**src/rtl/dmem_stream_ctrl_if.sv**
```systemverilog
// dmem_stream_ctrl_if: groups the input stream, output stream and dmem port
// signals used by dmem_stream_ctrl.
//   s_valid/s_ready/s_data : input stream (LOAD source)
//   m_valid/m_ready/m_data : output stream (DUMP sink)
//   mem_wr/mem_addr/mem_din/mem_dout : dmem single port, dout is combinational
// master modport: the controller side; slave modport: stream/dmem side.
interface dmem_stream_ctrl_if #(
  parameter int Nloc  = 64,
  parameter int Dbits = 32
);
  localparam int AW = $clog2(Nloc);

  logic             s_valid;
  logic             s_ready;
  logic [Dbits-1:0] s_data;
  logic             m_valid;
  logic             m_ready;
  logic [Dbits-1:0] m_data;
  logic             mem_wr;
  logic [AW-1:0]    mem_addr;
  logic [Dbits-1:0] mem_din;
  logic [Dbits-1:0] mem_dout;

  modport master (
    input  s_valid, s_data, m_ready, mem_dout,
    output s_ready, m_valid, m_data, mem_wr, mem_addr, mem_din
  );

  modport slave (
    output s_valid, s_data, m_ready, mem_dout,
    input  s_ready, m_valid, m_data, mem_wr, mem_addr, mem_din
  );
endinterface

```
**src/rtl/dmem_stream_ctrl.sv**
```systemverilog
// dmem_stream_ctrl: block mover between valid/ready streams and dmem.
//   LOAD: words from the input stream are written to consecutive locations.
//   DUMP: consecutive locations are read through dmem's combinational read
//         path and presented on the output stream.
// Ports:
//   clock, reset_n          : rising-edge clock, async active-low reset
//   start, mode             : start request (sampled in IDLE), 0=LOAD 1=DUMP
//   base_addr, count        : first location and word count (saturates at Nloc)
//   busy, done              : busy in LOAD/DUMP, one-cycle done pulse
//   bus (master modport)    : streams and dmem port
module dmem_stream_ctrl #(
  parameter int Nloc  = 64,
  parameter int Dbits = 32,
  localparam int AW   = $clog2(Nloc)
) (
  input  logic          clock,
  input  logic          reset_n,
  input  logic          start,
  input  logic          mode,
  input  logic [AW-1:0] base_addr,
  input  logic [AW:0]   count,
  output logic          busy,
  output logic          done,
  dmem_stream_ctrl_if.master bus
);

  typedef enum logic [1:0] {
    ST_IDLE = 2'd0,
    ST_LOAD = 2'd1,
    ST_DUMP = 2'd2,
    ST_DONE = 2'd3
  } state_t;

  state_t           r_state;
  logic [AW-1:0]    r_cur_addr;
  logic [AW:0]      r_remaining;
  logic             r_mode;

  logic [AW:0]      w_count_sat;
  logic [AW-1:0]    w_next_addr;
  logic             w_xfer;

  logic             w_busy;
  logic             w_done;
  logic             w_s_ready;
  logic             w_m_valid;
  logic [Dbits-1:0] w_m_data;
  logic             w_mem_wr;
  logic [AW-1:0]    w_mem_addr;
  logic [Dbits-1:0] w_mem_din;

  // Count saturation, wrapping address increment and handshake detection.
  always_comb begin
    if (count > (AW+1)'(Nloc)) begin
      w_count_sat = (AW+1)'(Nloc);
    end else begin
      w_count_sat = count;
    end

    // Explicit wrap so a non-power-of-two Nloc still cycles correctly.
    if (r_cur_addr == AW'(Nloc - 1)) begin
      w_next_addr = {AW{1'b0}};
    end else begin
      w_next_addr = r_cur_addr + AW'(1);
    end

    // s_ready is 1 throughout LOAD and m_valid is 1 throughout DUMP, so a
    // handshake reduces to the far side's valid/ready.
    if (r_mode) begin
      w_xfer = (r_state == ST_DUMP) && bus.m_ready;
    end else begin
      w_xfer = (r_state == ST_LOAD) && bus.s_valid;
    end
  end

  // Transfer FSM with its latched address, remaining count and mode.
  always_ff @(posedge clock or negedge reset_n) begin
    if (!reset_n) begin
      r_state     <= ST_IDLE;
      r_cur_addr  <= {AW{1'b0}};
      r_remaining <= {(AW+1){1'b0}};
      r_mode      <= 1'b0;
    end else begin
      case (r_state)
        ST_IDLE: begin
          if (start) begin
            r_cur_addr  <= base_addr;
            r_remaining <= w_count_sat;
            r_mode      <= mode;
            if (w_count_sat == {(AW+1){1'b0}}) begin
              r_state <= ST_DONE;
            end else if (mode) begin
              r_state <= ST_DUMP;
            end else begin
              r_state <= ST_LOAD;
            end
          end
        end
        ST_LOAD, ST_DUMP: begin
          if (w_xfer) begin
            r_cur_addr  <= w_next_addr;
            r_remaining <= r_remaining - (AW+1)'(1);
            if (r_remaining == (AW+1)'(1)) begin
              r_state <= ST_DONE;
            end
          end
        end
        ST_DONE: begin
          r_state <= ST_IDLE;
        end
        default: begin
          r_state <= ST_IDLE;
        end
      endcase
    end
  end

  // Output decode from the state register; data paths pass straight through
  // so the write and the read are zero-latency.
  always_comb begin
    w_busy     = 1'b0;
    w_done     = 1'b0;
    w_s_ready  = 1'b0;
    w_m_valid  = 1'b0;
    w_m_data   = {Dbits{1'b0}};
    w_mem_wr   = 1'b0;
    w_mem_addr = {AW{1'b0}};
    w_mem_din  = {Dbits{1'b0}};
    case (r_state)
      ST_LOAD: begin
        w_busy     = 1'b1;
        w_s_ready  = 1'b1;
        w_mem_addr = r_cur_addr;
        w_mem_din  = bus.s_data;
        w_mem_wr   = bus.s_valid;
      end
      ST_DUMP: begin
        w_busy     = 1'b1;
        w_m_valid  = 1'b1;
        w_mem_addr = r_cur_addr;
        w_m_data   = bus.mem_dout;
      end
      ST_DONE: begin
        w_done = 1'b1;
      end
      default: begin
        w_busy = 1'b0;
      end
    endcase
  end

  assign busy         = w_busy;
  assign done         = w_done;
  assign bus.s_ready  = w_s_ready;
  assign bus.m_valid  = w_m_valid;
  assign bus.m_data   = w_m_data;
  assign bus.mem_wr   = w_mem_wr;
  assign bus.mem_addr = w_mem_addr;
  assign bus.mem_din  = w_mem_din;

endmodule
```
**src/flat_wrapper.sv**
```systemverilog
// flat-port wrapper written by rule: the top's interface ports become plain ports
module dmem_stream_ctrl_flat 
#(
  parameter int Nloc  = 64,
  parameter int Dbits = 32,
  localparam int AW   = $clog2(Nloc)
)
  (clock, reset_n, start, mode, base_addr, count, busy, done, bus_s_valid, bus_s_data, bus_m_ready, bus_mem_dout, bus_s_ready, bus_m_valid, bus_m_data, bus_mem_wr, bus_mem_addr, bus_mem_din);
  dmem_stream_ctrl_if #(.Nloc(Nloc), .Dbits(Dbits)) bus_i ();
  input  logic clock;
  input  logic reset_n;
  input  logic start;
  input  logic mode;
  input  logic [AW-1:0] base_addr;
  input  logic [AW:0] count;
  output logic busy;
  output logic done;
  input wire logic [$bits(bus_i.s_valid)-1:0] bus_s_valid;
  input wire logic [$bits(bus_i.s_data)-1:0] bus_s_data;
  input wire logic [$bits(bus_i.m_ready)-1:0] bus_m_ready;
  input wire logic [$bits(bus_i.mem_dout)-1:0] bus_mem_dout;
  output wire logic [$bits(bus_i.s_ready)-1:0] bus_s_ready;
  output wire logic [$bits(bus_i.m_valid)-1:0] bus_m_valid;
  output wire logic [$bits(bus_i.m_data)-1:0] bus_m_data;
  output wire logic [$bits(bus_i.mem_wr)-1:0] bus_mem_wr;
  output wire logic [$bits(bus_i.mem_addr)-1:0] bus_mem_addr;
  output wire logic [$bits(bus_i.mem_din)-1:0] bus_mem_din;
  assign bus_i.s_valid = bus_s_valid;
  assign bus_i.s_data = bus_s_data;
  assign bus_i.m_ready = bus_m_ready;
  assign bus_i.mem_dout = bus_mem_dout;
  assign bus_s_ready = bus_i.s_ready;
  assign bus_m_valid = bus_i.m_valid;
  assign bus_m_data = bus_i.m_data;
  assign bus_mem_wr = bus_i.mem_wr;
  assign bus_mem_addr = bus_i.mem_addr;
  assign bus_mem_din = bus_i.mem_din;
  dmem_stream_ctrl #(.Nloc(Nloc), .Dbits(Dbits)) u_core (.clock(clock), .reset_n(reset_n), .start(start), .mode(mode), .base_addr(base_addr), .count(count), .busy(busy), .done(done), .bus(bus_i));
endmodule
```
**config.mk**
```make
export PLATFORM = sky130hd
export DESIGN_NAME = dmem_stream_ctrl_flat
export DESIGN_NICKNAME = d
export VERILOG_FILES = /design/src/rtl/dmem_stream_ctrl_if.sv /design/src/rtl/dmem_stream_ctrl.sv /design/src/flat_wrapper.sv
export SDC_FILE = /design/constraint.sdc
export NUM_CORES = 1
export LEC_CHECK = 0
export CAP_MARGIN = 10
export CELL_PAD_IN_SITES_DETAIL_PLACEMENT = 0
export CELL_PAD_IN_SITES_GLOBAL_PLACEMENT = 2
export CORE_ASPECT_RATIO = 0.8
export CORE_MARGIN = 3
export CORE_UTILIZATION = 12
export CTS_CLUSTER_DIAMETER = 50
export DETAILED_ROUTE_END_ITERATION = 6
export PLACE_DENSITY_LB_ADDON = 0.1
export SYNTH_ARGS = -nofsm -noshare
export SYNTH_HDL_FRONTEND = slang
export SYNTH_SLANG_ARGS = --single-unit
```
**constraint.sdc**
```tcl
create_clock -name clock -period 1.9 [get_ports clock]
set_input_delay 0.475 -clock clock [delete_from_list [all_inputs] [get_ports clock]]
set_output_delay 0.475 -clock clock [all_outputs]
set_load 0.01 [all_outputs]
```
Yosys cells after proc, flatten, opt, wreduce, memory -nomap -nowiden --
Index checks and enable logic that the tools add are counted.
Word-level totals: register bits 16
Operators by class: order comparisons 1, reductions and logical operators 9, mux-type cells 23, equal/unequal tests 8, $add $sub $neg 2
Operators by type and width (number):
- $mux 32 | 2
- $mux 6 | 4
- $mux 7 | 3
- $pmux 7 s2 | 1
- $pmux 6 s2 | 1
- $mux 2 | 5
- $eq 7x1->1 const B | 1
- $gt 7x7->1 const B | 1
- $logic_not 7->1 | 1
- $sub 7x1->7 const B | 1
- $add 6x1->6 const B | 1
- $eq 6x6->1 const B | 1
- $mux 1 | 6
- $pmux 2 s3 | 1
- $reduce_and 3->1 | 2
- $eq 2x2->1 const B | 2
- $ne 2x1->1 const B | 2
- $eq 2x1->1 const B | 1
- $logic_and 1x1->1 | 2
- $logic_not 2->1 | 1
- $ne 2x2->1 const B | 1
- $reduce_and 2->1 | 1
- $reduce_bool 2->1 | 1
- $reduce_or 2->1 | 1

Longest topological paths before layout --
depth in word-level cells 6, depth in mapped cells 8, depth with buffers taken out 6

Least setup slack after synthesis --
Ideal clock, no wire load.
path kind reg-to-output, start point reg u_core.r_state[0], end point out bus_mem_addr[0], path slack -0.235 ns, cell stages (with the launch flop) 7, arrival time 1.660 ns, required time 1.425 ns, cells stage by stage dfrtp_1 > inv_1 > ha_1 > buf_2 > clkbuf_1 > clkbuf_1 > and2_1
On the way: word-level cells in the longest chain between the ends 3
Ends and longest elaborated chain:
- from (decl) | line dmem_stream_ctrl.sv:34 | state_t r_state;
- from (signal assigned) | line dmem_stream_ctrl.sv:79 | r_state <= ST_IDLE;
- from (signal assigned) | line dmem_stream_ctrl.sv:91 | r_state <= ST_DONE;
- from (signal assigned) | line dmem_stream_ctrl.sv:93 | r_state <= ST_DUMP;
- $eq 2x1->1 or $eq 2x2->1 (tied branches) | line dmem_stream_ctrl.sv:129 | case (r_state)
- $reduce_or 2->1 (no source line) *
- $mux 6 * | line dmem_stream_ctrl.sv:129
- to (decl) | line flat_wrapper.sv:26 | output wire logic [$bits(bus_i.mem_addr)-1:0] bus_mem_addr;
Every way passes the cells marked *; elsewhere a longest branch is shown, timed or not.

Worst setup path after layout --
start point reg u_core.r_state[0], end point out bus_mem_addr[4]
Same word-level chain as after synthesis.

==> impl_metrics.tcl <==
set metrics [dict create \
    final_cell_area_mm2 0.00425 \
    mostFrequentLayoutCells "clkdlybuf4s50_1, buf_6, and2_4" \
    fin_nets 504 \
    start_kind "flip-flop" \
    path_buf_inv 6 \
    grt_pass1_vias 2062 \
    power_w 0.00799 \
    cp.arrival_ns 1.54 \
    routed_via_density 3.79 \
    grt_usage 0.118 \
    hold_class "flip-flop to flip-flop" \
    grt-ovfl-total 0 \
    port_buffers 157 \
    cts_buffer_depth 2 \
    numCtsBuffers 3 \
    clk_pin_slew_ns 0.05 \
    fin_ws_ns -0.110 \
    hold_violations 0 \
    status "finished, violations left" \
    synthDistinctLibCells 38 \
    clock_latency_ns 0.25 \
    fp.dieW_um 134 \
    path_delay_family "buffers and inverters" \
    areaGrowthSynthToFinish_pct 171 \
    setup_violations 54 \
    p_leak_nw 1.95 \
    cp-end-kind "output pin" \
    crit_start "u_core.r_state[0]" \
    initial_core_util 0.125 \
    period_needed_ns 2.01 \
    rsz0062_at_grt "true" \
    via_count 2212 \
    synth.yosys.seq_area_share 0.256 \
    holdBufCountCts 0 \
    antenna_found_initial 0 \
    worstPathCellList "inv_2 > ha_4 > buf_6 > buf_6 > buf_6 > nand2_4 > inv_2 > buf_6" \
    fp.dieH_um 108 \
    cp.required_ns 1.42 \
    numClockSinks 16 \
    cellPowerDensity_mw_per_mm2 1880 \
    grt_max_degree 22 \
    violations "negative setup slack" \
    hold_depth 1 \
    die-area_mm2 0.0145 \
    drc 0 \
    drt_iter0_drc 63 \
    worst_hold_slack_ns 0.503 \
    num_rows 36 \
    post_route_cells_drive_above_1_share 0.521 \
    fillers 1322 \
    routedWlPerCell_um 15.6 \
    synth_warnings 0 \
    firstDrtPassIters 4 \
    antenna_cells 0 \
    place_congestion 0.713 \
    core_mm2 0.0125 \
    synth_cells 205 \
    critPathMostFrequentCell "buf_6" \
    layout_commonest_cell "clkdlybuf4s50_1" \
    wirelength_mm 9.11 \
    root_buffer "clkbuf_16" \
    num_io_pins 158 \
    synth_nets 295 \
    fmax_ghz 0.497 \
    regToRegStartpoint "u_core.r_state[1]" \
    drv_slew 0 \
    syn_area_mm2 0.00157 \
    crit_slowest_cell "dfrtp_1" \
    ant_nets 0 \
    grt_first_pass_wirelength_mm 13.1 \
    placed_area_mm2 0.00352 \
    peakVddDrop_uv 649 \
    reg2regPathDepth 9 \
    fin_crit_sh 1.06 \
    maxCapViolations 0 \
    crit_fanout 3 \
    min-delay-start "u_core.r_remaining[6]" \
    cts_tree "done" \
    max-slew-margin-rel 0.648 \
    ys_ff_latch 16 \
    avgSynthCellArea_um2 7.64 \
    worstMarginPinSlew_ns 0.524 \
    critical_path_depth 8 \
    critPathKind "flip-flop to output pin" \
    worst_clock_skew_ns 0.00141 \
    critPathMaxStageDelay_ns 0.41 \
    htreeDepth 1 \
    hpwlAfterDp_mm 6.65 \
]
## layout make-up
cell class / instances / area [um2] / share of cell area
tap: 171 / 214 / 0.0504
timing repair buffer: 216 / 2140 / 0.504
sequential: 16 / 400 / 0.0943
inverter: 12 / 45.0 / 0.0106
clock buffer: 4 / 88.8 / 0.0209
multi-input combinational: 165 / 1360 / 0.320
## through the flow
step                       util  std cells  setup TNS (ns)  setup WS, ns
after floorplan               -        205        -0.00749      -0.00749
after global placement    0.282        546          -12.28        -0.204
after detailed placement  0.282        546          -11.88        -0.195
after CTS                 0.290        566           -3.22        -0.143
after global routing      0.340        584           -6.42        -0.189
final                     0.340        584           -2.31        -0.110
## routing by layer
metal  GRT usage  part of all wire  routed length [um]  vias to the layer above
li1            -                 -                   -                     1109
met1       0.141              0.40                3630                     1029
met2       0.227              0.55                5010                       72
met3      0.0242             0.049                 445                        2
met4     0.00881            0.0030                  27                        0
met5           0                 0                   0                        -
## worst paths after layout
check                                   endpoint  slack (ns)
max                              bus_mem_addr[4]       -0.11
min                        u_core.r_remaining[6]        0.50
max reg2reg                u_core.r_remaining[6]       -0.08
min reg2reg                u_core.r_remaining[6]        0.50
max in group asynchronous   u_core.r_cur_addr[1]        1.14
min in group asynchronous   u_core.r_cur_addr[0]        0.56
## Yosys cell counts, drive strengths merged
cell,instances,area share
and2,70,0.28
dfrtp,16,0.26
a21oi,13,0.042
inv,12,0.029
nand3,10,0.032
clkbuf,9,0.022
nand2,8,0.019
ha,7,0.056
nor2,5,0.012
nor3,5,0.016
o21ai,5,0.016
a31oi,4,0.016
nand2b,4,0.016
buf,3,0.011
mux2,3,0.022
nor3b,3,0.014
nor4,3,0.012
a21o,2,0.0096
and3,2,0.0080
mux2i,2,0.013
o21a,2,0.0096
o221ai,2,0.011
o22ai,2,0.0080
a21boi,1,0.0048
a22o,1,0.0056
a2bb2oi,1,0.0056
a311oi,1,0.0096
a31o,1,0.0056
and4,1,0.0056
nand3b,1,0.0048
nand4b,1,0.0056
nor2b,1,0.0040
o2bb2ai,1,0.0056
or2,1,0.0040
or3,1,0.0040
or4b,1,0.0064
## sequential cells by signal, indices dropped and copies added, names as in the netlist
| register | count |
|---|---|
| u_core.r_remaining | 7 |
| u_core.r_cur_addr | 6 |
| u_core.r_mode | 1 |
| u_core.r_state | 2 |
## worst register-to-register path: stages, from the launching register on
cell and delay [ns]:
dfrtp_1 0.40, inv_2 0.10, ha_4 0.18, buf_16 0.12, nand3b_1 0.14, a311oi_4 0.42
buf_4 0.20, buf_16 0.10, a21boi_2 0.14, o21a_1 0.11
## timing repair
item,CTS,global route
gates resized for setup,335,131
setup buffers,13,16
hold endpoints to repair,0,0
pin swaps,6,38
cloned,3,5
setup endpoints to repair,86,75
## power by group
part | leakage, nW | switching [W] | total, W | internal [W]
combinational | 1.72 | 0.00283 | 0.00681 | 0.00398
clock | 0.0442 | 0.000150 | 0.000471 | 0.000321
sequential | 0.186 | 0.000174 | 0.000709 | 0.000536
total | 1.95 | 0.00315 | 0.00799 | 0.00484
## cells by family after synthesis
logic type / count (synthesis) / share of synthesized area
simple gates: 117 / 0.444
mux: 5 / 0.0344
flops: 16 / 0.256
compound gates: 36 / 0.149
fa+ha+maj: 7 / 0.0560
buf+inv: 24 / 0.0615
(Power assumes the default switching activity.)
==> RTL edit: new RTL, same flow settings <==
Make the reset (`reset_n`) synchronous in one clocked block. Comments in the files are not updated.
--- a/src/rtl/dmem_stream_ctrl.sv
+++ b/src/rtl/dmem_stream_ctrl.sv
@@ -75,5 +75,5 @@
 
   // Transfer FSM with its latched address, remaining count and mode.
-  always_ff @(posedge clock or negedge reset_n) begin
+  always_ff @(posedge clock) begin
     if (!reset_n) begin
       r_state     <= ST_IDLE;
Formal check against the unedited RTL: differs if reset_n is asserted again (counterexample within 4 cycles, from zero or initial values and one cycle with reset_n low); with reset_n held inactive, the same outputs for 10 cycles.
==> RTL edit against the original RTL <==
The flow still finishes with violations (negative setup slack); sequential cell count did not move; cell area fell by 8.3%; power fell by 37%; wire length fell by 6.0%; count of clock-buffer cells in the layout fell by 1; sequential share of layout area fell by 1.1 points; final cell count fell by 2.4%; area after synthesis fell by 2.6%; setup slack improved by 0.056 ns; largest power group unchanged.
==> RTL edit: results (changes against the original RTL) <==
The layout cell share with drive strength beyond 1 was 42.1% (-10 points); the final weighted congestion in routability-driven placement was 0.770 (+8.0%). The share of the yosys chip area belonging to registers came out at 21.0% (-4.6 points). The setup slack of the worst register-to-register path is -0.01 ns (+0.07 ns), and the routed length on met1 is 3520 µm (-3.0%). The maximum fanout count along the critical path was 4 (+1). The measured slew at the worst slew-check pin came out at 0.578 ns (+0.0544 ns). The flow ran to the end, but the final reports show violations. The worst hold path terminates at u_core.r_remaining[1]. The run gives -0.0540 ns (+0.0562 ns) as the final critical-path setup slack. For this run, the leading register cell type out of synthesis is sky130_fd_sc_hd__dfxtp_1. For the global-route track usage on met1, the log shows 14.1% (+0.074 points). In the post-synthesis netlist, the biggest area contributors are sky130_fd_sc_hd__and2_1 29%, sky130_fd_sc_hd__dfxtp_1 21%, sky130_fd_sc_hd__ha_1 5.7%. For the minimum setup slack after placement, the log shows -0.253 ns (-0.0581 ns). The internal power was 2880 µW (-40%). Post-synthesis cell type count: 37 (-2.6%). The worst hold path depth was 2 (+1). The global-route wire length before repair came out at 12700 µm (-3.0%).

The setup-violating endpoint count in the final report is 10 (-81%). The slowest cell on the critical path was sky130_fd_sc_hd__dfxtp_2. The tools report the launch point of the worst reg-to-reg path as u_core.r_state[0]. Maximum number of pins on one net before global-route repair: 19 (-14%). The startpoint identified for the worst hold timing path is u_core.r_remaining[1]. The final reports fail on negative setup slack.

The final net count came out at 491 (-2.6%).
==> RTL edit: stage by stage <==
step | cells | hold slack, ns | power, µW
after floorplan | 214 | 0.445 | 2160
after global placement | 555 | 0.471 | 3880
after detailed placement | 555 | 0.470 | 3800
after CTS | 567 | 0.476 | 4510
after global routing | 570 | 0.529 | 5430
final | 570 | 0.497 | 5040
==> RTL edit: cell type report <==
cell class,count,area share (%)
clock buffer,3,1.93
inverter,12,1.16
timing repair buffer,196,48.6
sequential,16,8.29
tap,171,5.50
multi-input combinational,172,34.5
==> RTL edit: kinds of logic (layout without fill, tap and decap cells) <==
logic type               count (synthesis)  after routing  synth area share (%)
buffers and inverters                   26            211                  6.48
flip-flops                              16             16                  21.0
AND/OR/NAND/NOR                        116            116                  43.5
multiplexers                             2              2                  1.31
AO/OA/AOI/OAI                           47             47                  22.0
adder cells (fa/ha/maj)                  7              7                  5.74
